===== config.mk =====
export PLATFORM = sky130hd
export DESIGN_NAME = bsg_down_read_ctrl
export DESIGN_NICKNAME = d
export VERILOG_FILES = /design/src/rtl/bsg_down_pkg.sv /design/src/rtl/bsg_down_credit_ctr.sv /design/src/rtl/bsg_down_read_ctrl.sv
export SDC_FILE = /design/constraint.sdc
export NUM_CORES = 1
export LEC_CHECK = 0
export CORE_UTILIZATION = 51
export DETAILED_ROUTE_END_ITERATION = 6
export PLACE_DENSITY_LB_ADDON = 0.12
export REMOVE_ABC_BUFFERS = 1
export SLEW_MARGIN = 5
export SYNTH_ARGS = -nofsm -noshare
export SYNTH_HDL_FRONTEND = slang
export SYNTH_SLANG_ARGS = --single-unit

===== constraint.sdc =====
create_clock -name clk -period 8.5 [get_ports clk]
set_input_delay 2.125 -clock clk [delete_from_list [all_inputs] [get_ports clk]]
set_output_delay 2.125 -clock clk [all_outputs]
set_load 0.1 [all_outputs]

===== src/rtl/bsg_down_pkg.sv =====
// bsg_down_pkg: shared state encoding, default widths and pointer occupancy helper
package bsg_down_pkg;
   localparam int ADDR_W_DEF = 6;
   localparam int ENTRY_W_DEF = 16;
   typedef enum logic [2:0] {IDLE, RD_LO, RD_HI, LATCH_HI, VALID} state_t;
   function automatic logic [31:0] occ_f(input logic [31:0] w, input logic [31:0] r, input int aw);
      return (w - r) & ((32'd1 << (aw + 1)) - 32'd1);
   endfunction
endpackage


===== src/rtl/bsg_down_credit_ctr.sv =====
// bsg_down_credit_ctr: folds freed entry pairs into decimated io credit pulses
module bsg_down_credit_ctr
   import bsg_down_pkg::*;
#(
   parameter int TOKEN_DECIMATION = 4
) (
   input  logic clk,
   input  logic rst_n,
   input  logic free2,
   output logic io_token_out
);
   localparam int CW = $clog2(TOKEN_DECIMATION) + 1;
   logic [CW-1:0] tok_cnt, sum;
   logic hit;
   assign sum = tok_cnt + CW'(2);
   assign hit = sum >= CW'(TOKEN_DECIMATION);
   always_ff @(posedge clk or negedge rst_n) begin
      if (!rst_n) begin
         tok_cnt <= '0;
         io_token_out <= 1'b0;
      end else begin
         io_token_out <= free2 && hit;
         if (free2) tok_cnt <= hit ? sum - CW'(TOKEN_DECIMATION) : sum;
      end
   end
endmodule


===== src/rtl/bsg_down_read_ctrl.sv =====
// bsg_down_read_ctrl: drains 16-bit entry pairs into 32-bit core words and returns io credits
module bsg_down_read_ctrl
   import bsg_down_pkg::*;
#(
   parameter int ADDR_W = ADDR_W_DEF,
   parameter int ENTRY_W = ENTRY_W_DEF,
   parameter int TOKEN_DECIMATION = 4
) (
   input  logic                 clk,
   input  logic                 rst_n,
   input  logic [ADDR_W:0]      wptr,
   output logic [ADDR_W-1:0]    buffer_raddr,
   input  logic [ENTRY_W-1:0]   buffer_rdata,
   output logic [2*ENTRY_W-1:0] core_data_out,
   output logic                 core_valid_out,
   input  logic                 core_ready,
   output logic [ADDR_W:0]      rptr,
   output logic                 full,
   output logic                 empty,
   output logic                 io_token_out,
   output logic                 ovf_err
);
   localparam int PW = ADDR_W + 1;
   state_t state, state_n;
   logic [PW-1:0] rptr_n, rptr_a1, rptr_a2;
   logic [ADDR_W-1:0] raddr_n;
   logic [ENTRY_W-1:0] lo, hi, lo_n, hi_n;
   logic [31:0] occ, occ_a2;
   logic free2;
   assign rptr_a1 = rptr + PW'(1);
   assign rptr_a2 = rptr + PW'(2);
   assign occ = occ_f(32'(wptr), 32'(rptr), ADDR_W);
   assign occ_a2 = occ_f(32'(wptr), 32'(rptr_a2), ADDR_W);
   assign empty = wptr == rptr;
   assign full = (wptr[ADDR_W] != rptr[ADDR_W]) && (wptr[ADDR_W-1:0] == rptr[ADDR_W-1:0]);
   assign core_valid_out = state == VALID;
   assign core_data_out = {hi, lo};
   // raddr is registered so the synchronous buffer returns lo in RD_HI and hi in LATCH_HI
   always_comb begin
      state_n = state;
      rptr_n = rptr;
      raddr_n = buffer_raddr;
      lo_n = lo;
      hi_n = hi;
      free2 = 1'b0;
      case (state)
         IDLE: begin
            state_n = occ >= 32'd2 ? RD_LO : IDLE;
            raddr_n = occ >= 32'd2 ? rptr[ADDR_W-1:0] : buffer_raddr;
         end
         RD_LO: begin
            state_n = RD_HI;
            raddr_n = rptr_a1[ADDR_W-1:0];
         end
         RD_HI: begin
            state_n = LATCH_HI;
            lo_n = buffer_rdata;
         end
         LATCH_HI: begin
            state_n = VALID;
            hi_n = buffer_rdata;
         end
         VALID: begin
            if (core_ready) begin
               free2 = 1'b1;
               rptr_n = rptr_a2;
               state_n = occ_a2 >= 32'd2 ? RD_LO : IDLE;
               raddr_n = occ_a2 >= 32'd2 ? rptr_a2[ADDR_W-1:0] : buffer_raddr;
            end
         end
         default: state_n = IDLE;
      endcase
   end
   always_ff @(posedge clk or negedge rst_n) begin
      if (!rst_n) begin
         state <= IDLE;
         rptr <= '0;
         buffer_raddr <= '0;
         lo <= '0;
         hi <= '0;
         ovf_err <= 1'b0;
      end else begin
         state <= state_n;
         rptr <= rptr_n;
         buffer_raddr <= raddr_n;
         lo <= lo_n;
         hi <= hi_n;
         ovf_err <= ovf_err | (occ > (32'd1 << ADDR_W));
      end
   end
   bsg_down_credit_ctr #(.TOKEN_DECIMATION(TOKEN_DECIMATION)) u_credit (
      .clk(clk),
      .rst_n(rst_n),
      .free2(free2),
      .io_token_out(io_token_out)
   );
endmodule


# == After elaboration in Yosys (flattened, before gate mapping) ==
# Index checks and enable logic that the tools add are counted.
# totals
register_bits,53
output_inout_bits,50
input_bits,26
wordCells,46
# classes
addsub,6
order_cmp,4
n_bitwise,1
n_mux,11
n_eq_ne,10
n_reduce_logical,6
# op_table
operator,count
$mux 6,3
$pmux 6 s3,1
$pmux 3 s5,1
$ge 7x2->1 const B,2
$sub 7x7->7,2
$add 7x2->7 const B,1
$eq 7x7->1,1
$gt 7x7->1 const B,1
$add 6x1->6 const B,1
$eq 3x2->1 const B,2
$eq 6x6->1,1
$mux 3,2
$mux 1,4
$ne 2x1->1 const B,2
$reduce_and 4->1,1
$add 3x2->3 const B,1
$eq 3x1->1 const B,1
$eq 3x3->1 const B,1
$ge 3x3->1 const B,1
$logic_not 3->1,1
$reduce_bool 3->1,1
$sub 3x3->3 const B,1
$logic_and 1x1->1,2
$ne 2x2->1 const B,1
other kinds (3),3

# == Longest topological paths before layout ==
# logic_depth
word_depth,6
mapped_depth,12
depth_no_buf,11

# == Cells and area by module ==
# From an unflattened synthesis, not the netlist that was laid out.
# hier_totals
hier_cells,229
area_unflattened_um2,2682.6
# by_module_without_submodules
module,instances,seq_area_each_um2,cells_per_inst,area_each_um2
bsg_down_read_ctrl,1,1201.2,225,2616.3
bsg_down_credit_ctr,1,50.0,4,66.3

# == Worst setup path before layout ==
# No wires, ideal clock.
# synth_timing
path_kind,input to output
from,input port wptr[3]
to,output port empty
path_slack_ns,0.641
arrival_time_ns,5.734
t_required_ns,6.375
cell_stages,3
path_cell_list,ha_1 -> nand4_1 -> nor4b_1
# synth_between
elab_chain_len,1
# synth_rtl
item,line_no,text
"start, declared",bsg_down_read_ctrl.sv:11,"input logic [ADDR_W:0] wptr,"
$eq 7x7->1,bsg_down_read_ctrl.sv:34,assign empty = wptr == rptr;
"end, declared",bsg_down_read_ctrl.sv:19,"output logic empty,"
# No other way between the ends.

# == Final worst setup path ==
# layout_timing
from,input port wptr[3]
to,output port full
# layout_between
elab_chain_len,2
# layout_rtl
item,line_no,text
$eq 6x6->1,bsg_down_read_ctrl.sv:35,assign full = (wptr[ADDR_W] != rptr[ADDR_W]) && (wptr[ADDR_W-1:0] == rptr[ADDR_W-1:0]);
$logic_and 1x1->1,bsg_down_read_ctrl.sv:35,
"end, declared",bsg_down_read_ctrl.sv:18,"output logic full,"
# No other way between the ends.

==> results.yml <==
finish:
  most-common-layout-cells: "clkdlybuf4s50_1, dfrtp_1, mux2_2, nand3_1, inv_1"
  fin_util_pct: 72.9
  drive_gt1_share_pct: 15.5
  n_fill_cell: 348
  syn2layout_area_growth_pct: 33.3
  final_common_cell: "clkdlybuf4s50_1"
  fin_nets: 341
  antenna_cells: 0
worst_setup_path:
  cp.arrival_ns: 4.70
  slowest_delay_ns: 1.18
  path_cells: "clkdlybuf4s50_1, ha_1, nand4_1, nor4_1, clkdlybuf4s50_1"
  critPathBufInv: 2
  slowest_stage: "clkdlybuf4s50_1"
  cp_top_family: "buffers and inverters"
  cp-end-kind: "primary output"
  cp-start-kind: "input port"
  crit_path_max_fanout: 5
  crit_required_ns: 6.38
  critical_path_class: "in2out"
  crit_top_cell: "clkdlybuf4s50_1"
floorplanning:
  core_area_um2: 4850
  num_rows: 25
  die-area_um2: 5490
  chipWidth_um: 74.1
  start_util_pct: 54.7
  io_pins: 76
  die_h_um: 74.1
yosys:
  synth.cell_area_um2: 2650
  ys.flop_type: "dfrtp_1"
  ys_seq_elements: 51
  syn_inst: 228
  syn_area_per_cell_um2: 11.6
  synth.top_cell.area_share_pct: 48.1
  synth-edff-count: 0
  ys_async_sr_fraction_pct: 100
  ys_types: 48
  ys.warnings.count: 0
  synth_top_area_cell: "dfrtp_1"
  synthTopCellsByArea: "dfrtp_1, mux2_2, ha_1, xnor2_1, nand3_1"
  synth_seq_area_share_pct: 48.1
job:
  drv_cap: 0
clock_tree:
  clock_latency_ns: 0.30
  cts_setup_buffers: 0
  hold_buffers: 0
  cts_buffer_depth: 2
  ctsRootBufferMaster: "clkbuf_8"
  path_clk_slew_ns: 0.08
  cts_resized: 0
  cts_num_sinks: 51
  numCtsBuffers: 5
  cts_tree: "yes"
  h-tree-depth: 2
placement:
  gp_congestion: 0.853
  dp_hpwl_um: 4260
  io_buffers: 74
routing:
  drt_iter0_drc: 92
  firstDrtPassIters: 4
  routed-via-count: 2012
  ant_nets: 0
  drcViolationCount: 0
  vias_per_cell: 5.42
  wl_per_cell_um: 14.9
  totalWireLength_um: 5530
global_routing:
  use_met1_pct: 27.7
  grt_remaining_overflow: 0
  grt_pass1_wl_um: 8770
  grt_pass1_vias: 1850
  use_met3_pct: 5.83
  met2_usage_pct: 36.3
  antenna_found_initial: 0
  grt_busiest_layer: "met2"
  grt_max_degree: 52
  grt_usage_pct: 21.7
sta:
  period_needed_ns: 6.83
  rsz0062_at_grt: "false"
  timing.slew.headroom_pct: 33.8
  clock_skew_ns: 0.00586
  finalSetupViolCount: 0
  maxSlewViolCount: 0
  period_share_pct: 80.3
  fmax_ghz: 0.146
  worstMarginPinSlew_ns: 0.990
  hold_viol_final: 0
  tns_ns: 0
hold_path:
  hold_class: "reg2reg"
outcome:
  outcome: "finished, final reports clean"
[path summary, 6_finish.rpt]
path | start | to | slack (ns) | cells past startpoint
max | wptr[3] | full | 1.67 | 5
min | ovf_err | ovf_err | 0.47 | 1
max reg2reg | rptr[1] | buffer_raddr[4] | 4.98 | 10
min reg2reg | ovf_err | ovf_err | 0.47 | 1
max in group asynchronous | rst_n | lo[11] | 6.17 | 2
min in group asynchronous | rst_n | ovf_err | 1.92 | 2
[final cells by class]
class / instances / area [um2] / share of cell area (%)
repair buffers: 76 / 751 / 21.2
multi-input cells: 156 / 1290 / 36.5
clock inverters: 2 / 13.8 / 0.389
inverters: 14 / 52.6 / 1.49
clock buffers: 5 / 68.8 / 1.95
flip-flops and latches: 51 / 1280 / 36.1
well taps: 67 / 83.8 / 2.37
[registers in the layout (all words and copies together), names as in the netlist]
name	flops
u_credit.io_token_out	1
u_credit.tok_cnt	2
hi	16
ovf_err	1
lo	16
state	3
buffer_raddr	6
rptr	6
[Yosys cell counts, drive strengths merged (2+ instances only)]
library cell,n
or3,2
nand3,14
nand2b,3
nor4,6
mux2,32
a31oi,3
xnor2,10
buf,4
xor2,4
dfrtp,51
o31a,2
a211o,2
nor2,11
mux2i,3
a21oi,4
clkbuf,3
o21ai,9
ha,9
a211oi,4
inv,13
and2,2
fa,2
nand2,11
[per-stage QoR]
stage	hold slack [ns]	std cells	setup slack, ns	instance area, um2
global route	0.501	371	1.56	3530
floorplan	0.450	221	0.641	2610
detailed placement	0.454	364	1.68	3450
global placement	0.449	364	1.72	3450
CTS	0.475	371	1.68	3530
finish	0.470	371	1.67	3530
[logic make-up (layout without fill, tap and decap cells)]
kind of cell               after synthesis  count (layout)  synth area share, %
and+or+nand+nor                         56              56                 10.8
DFF                                     51              51                 48.1
AOI/OAI and AO/OA                       37              37                 10.6
muxes                                   35              35                 14.7
buffers and inverters                   21              97                 3.44
xor gates and xnor gates                16              16                 6.42
adders and majority gates               11              11                 5.76
other                                    1               1                0.141
[routing by layer]
metal / routed length (um) / share of wire [%]
met1: 2350 / 42
met2: 2830 / 51
met3: 311 / 5.6
met4: 40 / 0.72
met5: 0 / 0
Power is not shown: default switching activity piles up to over one toggle a cycle in this logic, so the estimate is an artifact.
